--- config.mk ---
export PLATFORM = sky130hd
export DESIGN_NAME = regfile_access_ctrl
export DESIGN_NICKNAME = d
export VERILOG_FILES = /design/src/rtl/regfile_access_ctrl.sv
export SDC_FILE = /design/constraint.sdc
export NUM_CORES = 1
export LEC_CHECK = 0
export CAP_MARGIN = 20
export CORE_ASPECT_RATIO = 1.2
export CORE_MARGIN = 2
export CORE_UTILIZATION = 38
export CTS_BUF_LIST = sky130_fd_sc_hd__clkbuf_4 sky130_fd_sc_hd__clkbuf_8
export CTS_CLUSTER_DIAMETER = 50
export CTS_CLUSTER_SIZE = 20
export DETAILED_ROUTE_END_ITERATION = 10
export PLACE_DENSITY = 0.87
export SLEW_MARGIN = 0
export SYNTH_ARGS = -nofsm -noshare
export SYNTH_HDL_FRONTEND = slang
export SYNTH_SLANG_ARGS = --single-unit
--- constraint.sdc ---
create_clock -name i_clk -period 3.2 [get_ports i_clk]
set_clock_uncertainty 0.2 [all_clocks]
set_input_delay 0.48 -clock i_clk [delete_from_list [all_inputs] [get_ports i_clk]]
set_output_delay 0.48 -clock i_clk [all_outputs]
set_load 0.03 [all_outputs]
--- src/rtl/regfile_access_ctrl.sv ---
// Register file port arbiter: decode operand reads vs. pipeline write-backs, x0 hard-wired.
// Optional RF_BYPASS_EN forwards accepted write-backs into held operands.
module regfile_access_ctrl #(
  parameter int unsigned MAX_WB_STREAK = 4
) (
  input  logic        i_clk,
  input  logic        i_reset,
  input  logic        i_rd_valid,
  output logic        o_rd_ready,
  input  logic [4:0]  i_rs1,
  input  logic [4:0]  i_rs2,
  output logic        o_op_valid,
  input  logic        i_op_ready,
  output logic [31:0] o_rs1_data,
  output logic [31:0] o_rs2_data,
  input  logic        i_wb_valid,
  output logic        o_wb_ready,
  input  logic [4:0]  i_wb_rd,
  input  logic [31:0] i_wb_data,
  output logic [4:0]  o_rf_read_register_1,
  output logic [4:0]  o_rf_read_register_2,
  output logic [4:0]  o_rf_write_register,
  output logic [31:0] o_rf_write_data,
  output logic        o_rf_we,
  input  logic [31:0] i_rf_read_data_1,
  input  logic [31:0] i_rf_read_data_2
);

  localparam int unsigned XLEN = 32;
  localparam int unsigned AW   = 5;
  localparam int unsigned SW   = 4;

  typedef enum logic [1:0] {
    S_IDLE,
    S_RDWAIT,
    S_OUT
  } state_t;

  state_t          state;
  logic [AW-1:0]   rs1_q;
  logic [AW-1:0]   rs2_q;
  logic [SW-1:0]   streak;
  logic [XLEN-1:0] op1_q;
  logic [XLEN-1:0] op2_q;

  logic wb_grant;
  logic rd_accept;
  logic wb_accept;
  logic streak_full;
  logic byp1;
  logic byp2;

  // Port arbitration; nothing is granted while reset is held
  always_comb begin
    streak_full = (streak == SW'(MAX_WB_STREAK));
    wb_grant    = 1'b0;
    o_rd_ready  = 1'b0;
    o_wb_ready  = 1'b0;
    if (!i_reset) begin
      if (state == S_IDLE) begin
        wb_grant   = i_wb_valid && !(streak_full && i_rd_valid);
        o_rd_ready = !wb_grant;
        o_wb_ready = wb_grant;
      end else begin
        o_wb_ready = 1'b1;
      end
    end
    rd_accept = o_rd_ready && i_rd_valid;
    wb_accept = o_wb_ready && i_wb_valid;
    o_rf_we   = wb_accept && (i_wb_rd != AW'(0));
  end

  assign o_rf_write_register  = i_wb_rd;
  assign o_rf_write_data      = i_wb_data;
  assign o_rf_read_register_1 = (state == S_IDLE) ? i_rs1 : rs1_q;
  assign o_rf_read_register_2 = (state == S_IDLE) ? i_rs2 : rs2_q;
  assign o_op_valid           = (state == S_OUT);
  assign o_rs1_data           = op1_q;
  assign o_rs2_data           = op2_q;

`ifdef RF_BYPASS_EN
  // o_rf_we already excludes x0, so a match here is always a real register
  assign byp1 = o_rf_we && (i_wb_rd == rs1_q);
  assign byp2 = o_rf_we && (i_wb_rd == rs2_q);
`else
  assign byp1 = 1'b0;
  assign byp2 = 1'b0;
`endif

  always_ff @(posedge i_clk) begin
    if (i_reset) begin
      state  <= S_IDLE;
      rs1_q  <= '0;
      rs2_q  <= '0;
      streak <= '0;
      op1_q  <= '0;
      op2_q  <= '0;
    end else begin
      case (state)
        S_IDLE: begin
          if (rd_accept) begin
            rs1_q  <= i_rs1;
            rs2_q  <= i_rs2;
            streak <= '0;
            state  <= S_RDWAIT;
          end else if (!i_rd_valid) begin
            streak <= '0;
          end else if (o_rf_we && !streak_full) begin
            streak <= streak + SW'(1);
          end
        end
        S_RDWAIT: begin
          op1_q <= byp1 ? i_wb_data : ((rs1_q == AW'(0)) ? XLEN'(0) : i_rf_read_data_1);
          op2_q <= byp2 ? i_wb_data : ((rs2_q == AW'(0)) ? XLEN'(0) : i_rf_read_data_2);
          state <= S_OUT;
        end
        S_OUT: begin
          if (byp1) op1_q <= i_wb_data;
          if (byp2) op2_q <= i_wb_data;
          if (i_op_ready) state <= S_IDLE;
        end
        default: state <= S_IDLE;
      endcase
    end
  end

endmodule

==> impl_metrics.yaml, run 1 <==
drt:
  wirelength_um: 9012
  viasPerCell: 5.031
  first_iter_violations: 120
  dr.pass1.iters: 5
  antenna_left: 0
  wl_per_cell_um: 15.54
  drc: 0
  vias: 2918
cts:
  cts_max_level: 3
  cts_tree: "done"
  cts.sinks: 80
  root_buffer: "clkbuf_8"
  clock_path_buffers: 2
  clock_latency_ps: 350
  ctsHoldBuffers: 0
  clkTransAtPathRegs_ps: 70
  post-cts-setup-buffers: 0
  cts_buffers: 9
  ctsResizeCount: 0
logic_synthesis:
  ys_async_sr_fraction_pct: 0
  synth_top_cell_area_share_pct: 49.73
  yosys.area_share.simple_pct: 12.59
  yosysUniqueCellTypes: 33
  yosysWarningCount: 0
  synth_top_family_by_area: "compound AO/OA/AOI/OAI gates"
  synth_edf_count: 0
  postSynthCellCount: 339
  synth_adder_area_share_pct: 0.7770
  synth_compound_area_share_pct: 20.44
  ys_seq_area_share_pct: 49.73
  ys_top_cells_by_area: "dfxtp_1 50%, a22oi_1 15%, buf_4 8.6%"
  yosys.area.top_type: "dfxtp_1"
  synth_seq_cells: 80
  synth_xor_area_share_pct: 0
  yosysMostFrequentCell: "dfxtp_1"
  synth-main-ff-cell: "dfxtp_1"
  synthMuxAreaShare_pct: 4.118
  synthesis.nets: 457
  avgSynthCellArea_um2: 9.500
  synthesis.area_mm2: 0.003221
  synth_common_cells: "80 x dfxtp_1, 70 x nor2_1, 64 x a22oi_1"
layout:
  antenna_cells: 0
  ff_latch_area_mm2: 0.001602
  nNetsFinal: 579
  nFillCells: 736
  syn_to_final_growth_pct: 51.48
  final_util_pct: 59.51
  drive_gt1_share_pct: 9.013
  multi_input_area_mm2: 0.001231
worst_setup_path:
  crit_slowest_cell: "clkdlybuf4s50_1"
  crit_path_frequent_cell: "clkdlybuf4s50_1"
  arrival_ps: 2370
  worst_setup_path_start_kind: "input pin"
  worstSetupPathType: "in -> out"
  endpoint_kind: "output pin"
  worst-path-max-fanout: 3
  cp.required_ps: 2520
  slowest_delay_ps: 580
  path_cells: "clkdlybuf4s50_1, or4_4, nor2_4, and3b_2, clkdlybuf4s50_1"
power:
  p_sw_share_pct: 26.27
  p_int_mw: 1.546
  seqPwrFrac_pct: 49.3
  power.switching_mw: 0.5510
  p_leak_nw: 1.767
  pwr-share-comb_pct: 16.8
  ir_worst_vdd_mv: 0.3495
  clkPwrFrac_pct: 33.9
  powerDensity_mw_per_mm2: 429.9
run:
  maxCapViolCount: 0
global_routing:
  antenna_found_initial: 0
  grt_max_degree: 75
  first_global_vias: 2940
  grt_pass1_wl_um: 14030
  gr-total-overflow: 0
  grt_util_all_layers_pct: 19.64
sta:
  maxSlewHeadroom_pct: 49.45
  timing.setup.tns_ps: 0
  tightest_slew_ps: 758.3
  slew_violations: 0
  period_needed_ps: 3047
  rsz0062_at_grt: "false"
  fmax_mhz: 328.2
  hold_viol: 0
  timing.final.crit_share_pct: 95.21
  setup_viol: 0
floorplanning:
  die_h_um: 104.8
  dieArea_mm2: 0.009231
  fp.dieW_um: 88.04
  ioPinCount: 231
  start_util_pct: 39.29
  core_mm2: 0.008198
  num_rows: 36
run_status:
  status: "finished clean"
place:
  place_hpwl_um: 6285
  gp_congestion: 0.7852
  portBuffers: 166
min_path:
  hold_class: "reg -> reg"
[per-stage QoR]
step	total power, mW	cells	instance area (um^2)	setup WS (ps)	hold WS [ps]
2_1_floorplan	1.297	339	3221	774.6	237.2
3_3_place_gp	1.402	563	4681	175.8	267.5
3_5_place_dp	1.409	563	4681	148.5	276.1
4_1_cts	2.126	579	4873	153.1	296.8
5_1_grt	2.185	580	4878	97.42	334.8
6_report	2.097	580	4878	153.3	297.9
[cells in the final DEF, fill, tap and decap left out, types with 5 or more instances in the layout]
cell type        Yosys  routed
nor2_1              70      70
nand2_1              9       9
clkdlybuf4s50_1      0     165
a22oi_1             64      64
clkbuf_8             0      12
a22o_1              10      10
buf_4               37       5
dfxtp_1             80      80
mux2_2              10      10
[path summary, 6_finish.rpt]
kind	slack, ps	from	cells past startpoint	end
hold reg to reg	300	streak[2]$_SDFFE_PP0P_	1	streak[2]$_SDFFE_PP0P_
hold / removal	300	streak[2]$_SDFFE_PP0P_	1	streak[2]$_SDFFE_PP0P_
setup / recovery	150	i_wb_rd[0]	5	o_rf_we
setup reg to reg	1240	streak[0]$_SDFFE_PP0P_	7	rs2_q[1]$_SDFFE_PP0P_
[power by group through the flow]
stage | Combinational [mW] | Clock [mW] | Sequential (mW)
after floorplan | 0.211 | 0 | 1.09
after global routing | 0.375 | 0.774 | 1.04
after global placement | 0.347 | 0 | 1.06
after CTS | 0.355 | 0.738 | 1.03
after detailed placement | 0.353 | 0 | 1.06
final | 0.352 | 0.712 | 1.03
[worst max-delay path, delay by kind of cell]
| family | cells | cell delay (ps) |
|---|---|---|
| buf+inv | 2 | 1010 |
| simple gates | 3 | 870 |
[final cells by class]
cell class	instances	share of cell area (%)
clock buffers	12	3.385
clock inverters	4	0.5642
well taps	114	2.924
flip-flops and latches	80	32.83
repair buffers	172	34.83
inverters	3	0.2308
multi-input cells	195	25.24
[state kept, by name, summed over array words and instances (netlist names)]
| signal | cells |
|---|---|
| state | 2 |
| rs1_q | 5 |
| o_rs1_data | 32 |
| streak | 4 |
| rs2_q | 5 |
| o_rs2_data | 32 |
[kinds of logic after synthesis]
| kind of cell | after synthesis |
|---|---|
| AOI/OAI and AO/OA | 87 |
| adders and majority gates | 2 |
| buffers and inverters | 64 |
| DFF | 80 |
| muxes | 12 |
| and+or+nand+nor | 94 |
[routing by layer]
metal | share of wire (%) | track usage [%] | routed length (um)
met1 | 37 | 20.65 | 3313
met2 | 53 | 33.93 | 4810
met3 | 5.7 | 4.897 | 516
met4 | 4.1 | 12.55 | 372
met5 | 0 | 0 | 0
Power figures use the tool's default switching activity.
==> run 2: changes to the inputs <==
--- a/config.mk
+++ b/config.mk
@@ -7,7 +7,6 @@
 export LEC_CHECK = 0
 export CAP_MARGIN = 20
 export CORE_ASPECT_RATIO = 1.2
-export CORE_MARGIN = 2
 export CORE_UTILIZATION = 38
 export CTS_BUF_LIST = sky130_fd_sc_hd__clkbuf_4 sky130_fd_sc_hd__clkbuf_8
 export CTS_CLUSTER_DIAMETER = 50
==> impl_metrics.yaml, run 2 (synthesized netlist as in run 1, its figures left out) <==
layout:
  syn_to_final_growth_pct: 51.90
  antenna_cells: 0
  nNetsFinal: 579
  final_cell_mix: "165 x clkdlybuf4s50_1, 80 x dfxtp_1, 70 x nor2_1"
  layout_commonest_cell: "clkdlybuf4s50_1"
  drive_gt1_share_pct: 9.013
place:
  post-place-ws_ps: 154.8
  portBuffers: 166
  gp_congestion: 0.7495
  place_hpwl_um: 6258
cts:
  clkTransAtPathRegs_ps: 70
  post-cts-setup-buffers: 0
  cts_max_level: 3
  clock_path_buffers: 2
  cts_tree: "done"
  cts_buffers: 9
  clock_latency_ps: 340
  cts.sinks: 80
  ctsHoldBuffers: 0
  root_buffer: "clkbuf_8"
  ctsResizeCount: 0
worst_setup_path:
  cp.required_ps: 2520
  arrival_ps: 2360
  worst-path-max-fanout: 3
  worst_setup_path_start_kind: "input pin"
  worstSetupPathType: "in -> out"
  endpoint_kind: "output pin"
drt:
  wirelength_um: 8978
  viasPerCell: 5.059
  first_iter_violations: 107
  wl_per_cell_um: 15.48
  antenna_left: 0
  drc: 0
  dr.pass1.iters: 4
  vias: 2934
global_routing:
  gr-total-overflow: 0
  grt_pass1_wl_um: 13410
  antenna_found_initial: 0
  first_global_vias: 2810
  grt_util_all_layers_pct: 19.67
  grt_max_degree: 75
sta:
  maxSlewHeadroom_pct: 47.73
  slew_violations: 0
  period_needed_ps: 3042
  hold_viol: 0
  tightest_slew_ps: 784.0
  timing.final.ws_setup_ps: 158.4
  whs_ps: 307.7
  timing.setup.tns_ps: 0
  rsz0062_at_grt: "false"
  timing.final.crit_share_pct: 95.05
  setup_viol: 0
  fmax_mhz: 328.8
power:
  ir_worst_vdd_mv: 0.3346
  p_leak_nw: 1.786
  powerDensity_mw_per_mm2: 439.5
  p_total_mw: 2.150
run:
  maxCapViolCount: 0
run_status:
  status: "finished clean"
floorplanning:
  num_rows: 36
  dieArea_mm2: 0.008849
  start_util_pct: 39.50
  fp.dieW_um: 86.04
  die_h_um: 102.8
  core_mm2: 0.008153
  ioPinCount: 231
min_path:
  hold_class: "reg -> reg"
[run 2: changes by cell type in the layout (fill, tap and decap cells not counted)]
| cell | change |
|---|---|
| clkinvlp_4 | -3 |
| clkbuf_4 | +2 |
| bufinv_16 | +1 |
| clkbuf_8 | -1 |
| clkinv_2 | +1 |
[run 2: per-layer routing]
layer,GRT usage [%],up-vias,part of all wire [%]
li1,-,1402,-
met1,21.31,1408,38
met2,35.10,96,53
met3,4.323,28,5.9
met4,12.05,0,2.9
met5,0,-,0
[run 2: final timing paths]
| check | start | to | slack, ps | cells after the start |
|---|---|---|---|---|
| setup / recovery | i_wb_rd[0] | o_rf_we | 160 | 5 |
| hold / removal | streak[2]$_SDFFE_PP0P_ | streak[2]$_SDFFE_PP0P_ | 310 | 1 |
| setup reg to reg | state[1]$_SDFFE_PP0P_ | rs2_q[2]$_SDFFE_PP0P_ | 1090 | 5 |
| hold reg to reg | streak[2]$_SDFFE_PP0P_ | streak[2]$_SDFFE_PP0P_ | 310 | 1 |
[run 2: cell type report]
type,instances,area [um^2]
clock inverters,3,40.04
clock buffers,13,166.4
flip-flops and latches,80,1602
inverters,3,11.26
fillers,665,3261
multi-input cells,195,1231
well taps,114,142.6
repair buffers,172,1699
[run 2: through the flow]
step	cell area (um^2)	util (%)	std cells
final	4892	60.01	580
after global routing	4892	60.01	580
after CTS	4887	59.94	579
after floorplan	3221	-	339
after global placement	4681	57.41	563
after detailed placement	4681	57.41	563
[run 2: where the power goes]
part | internal, mW | switching (mW) | leakage (nW)
clock | 0.419 | 0.344 | 0.110
combinational | 0.184 | 0.170 | 1.03
sequential | 1.02 | 0.0146 | 0.647
[run 2: critical path: stages]
cell	delay, ps
clkdlybuf4s50_1	420
or4_4	550
nor2_4	110
and3b_2	210
clkdlybuf4s50_1	580
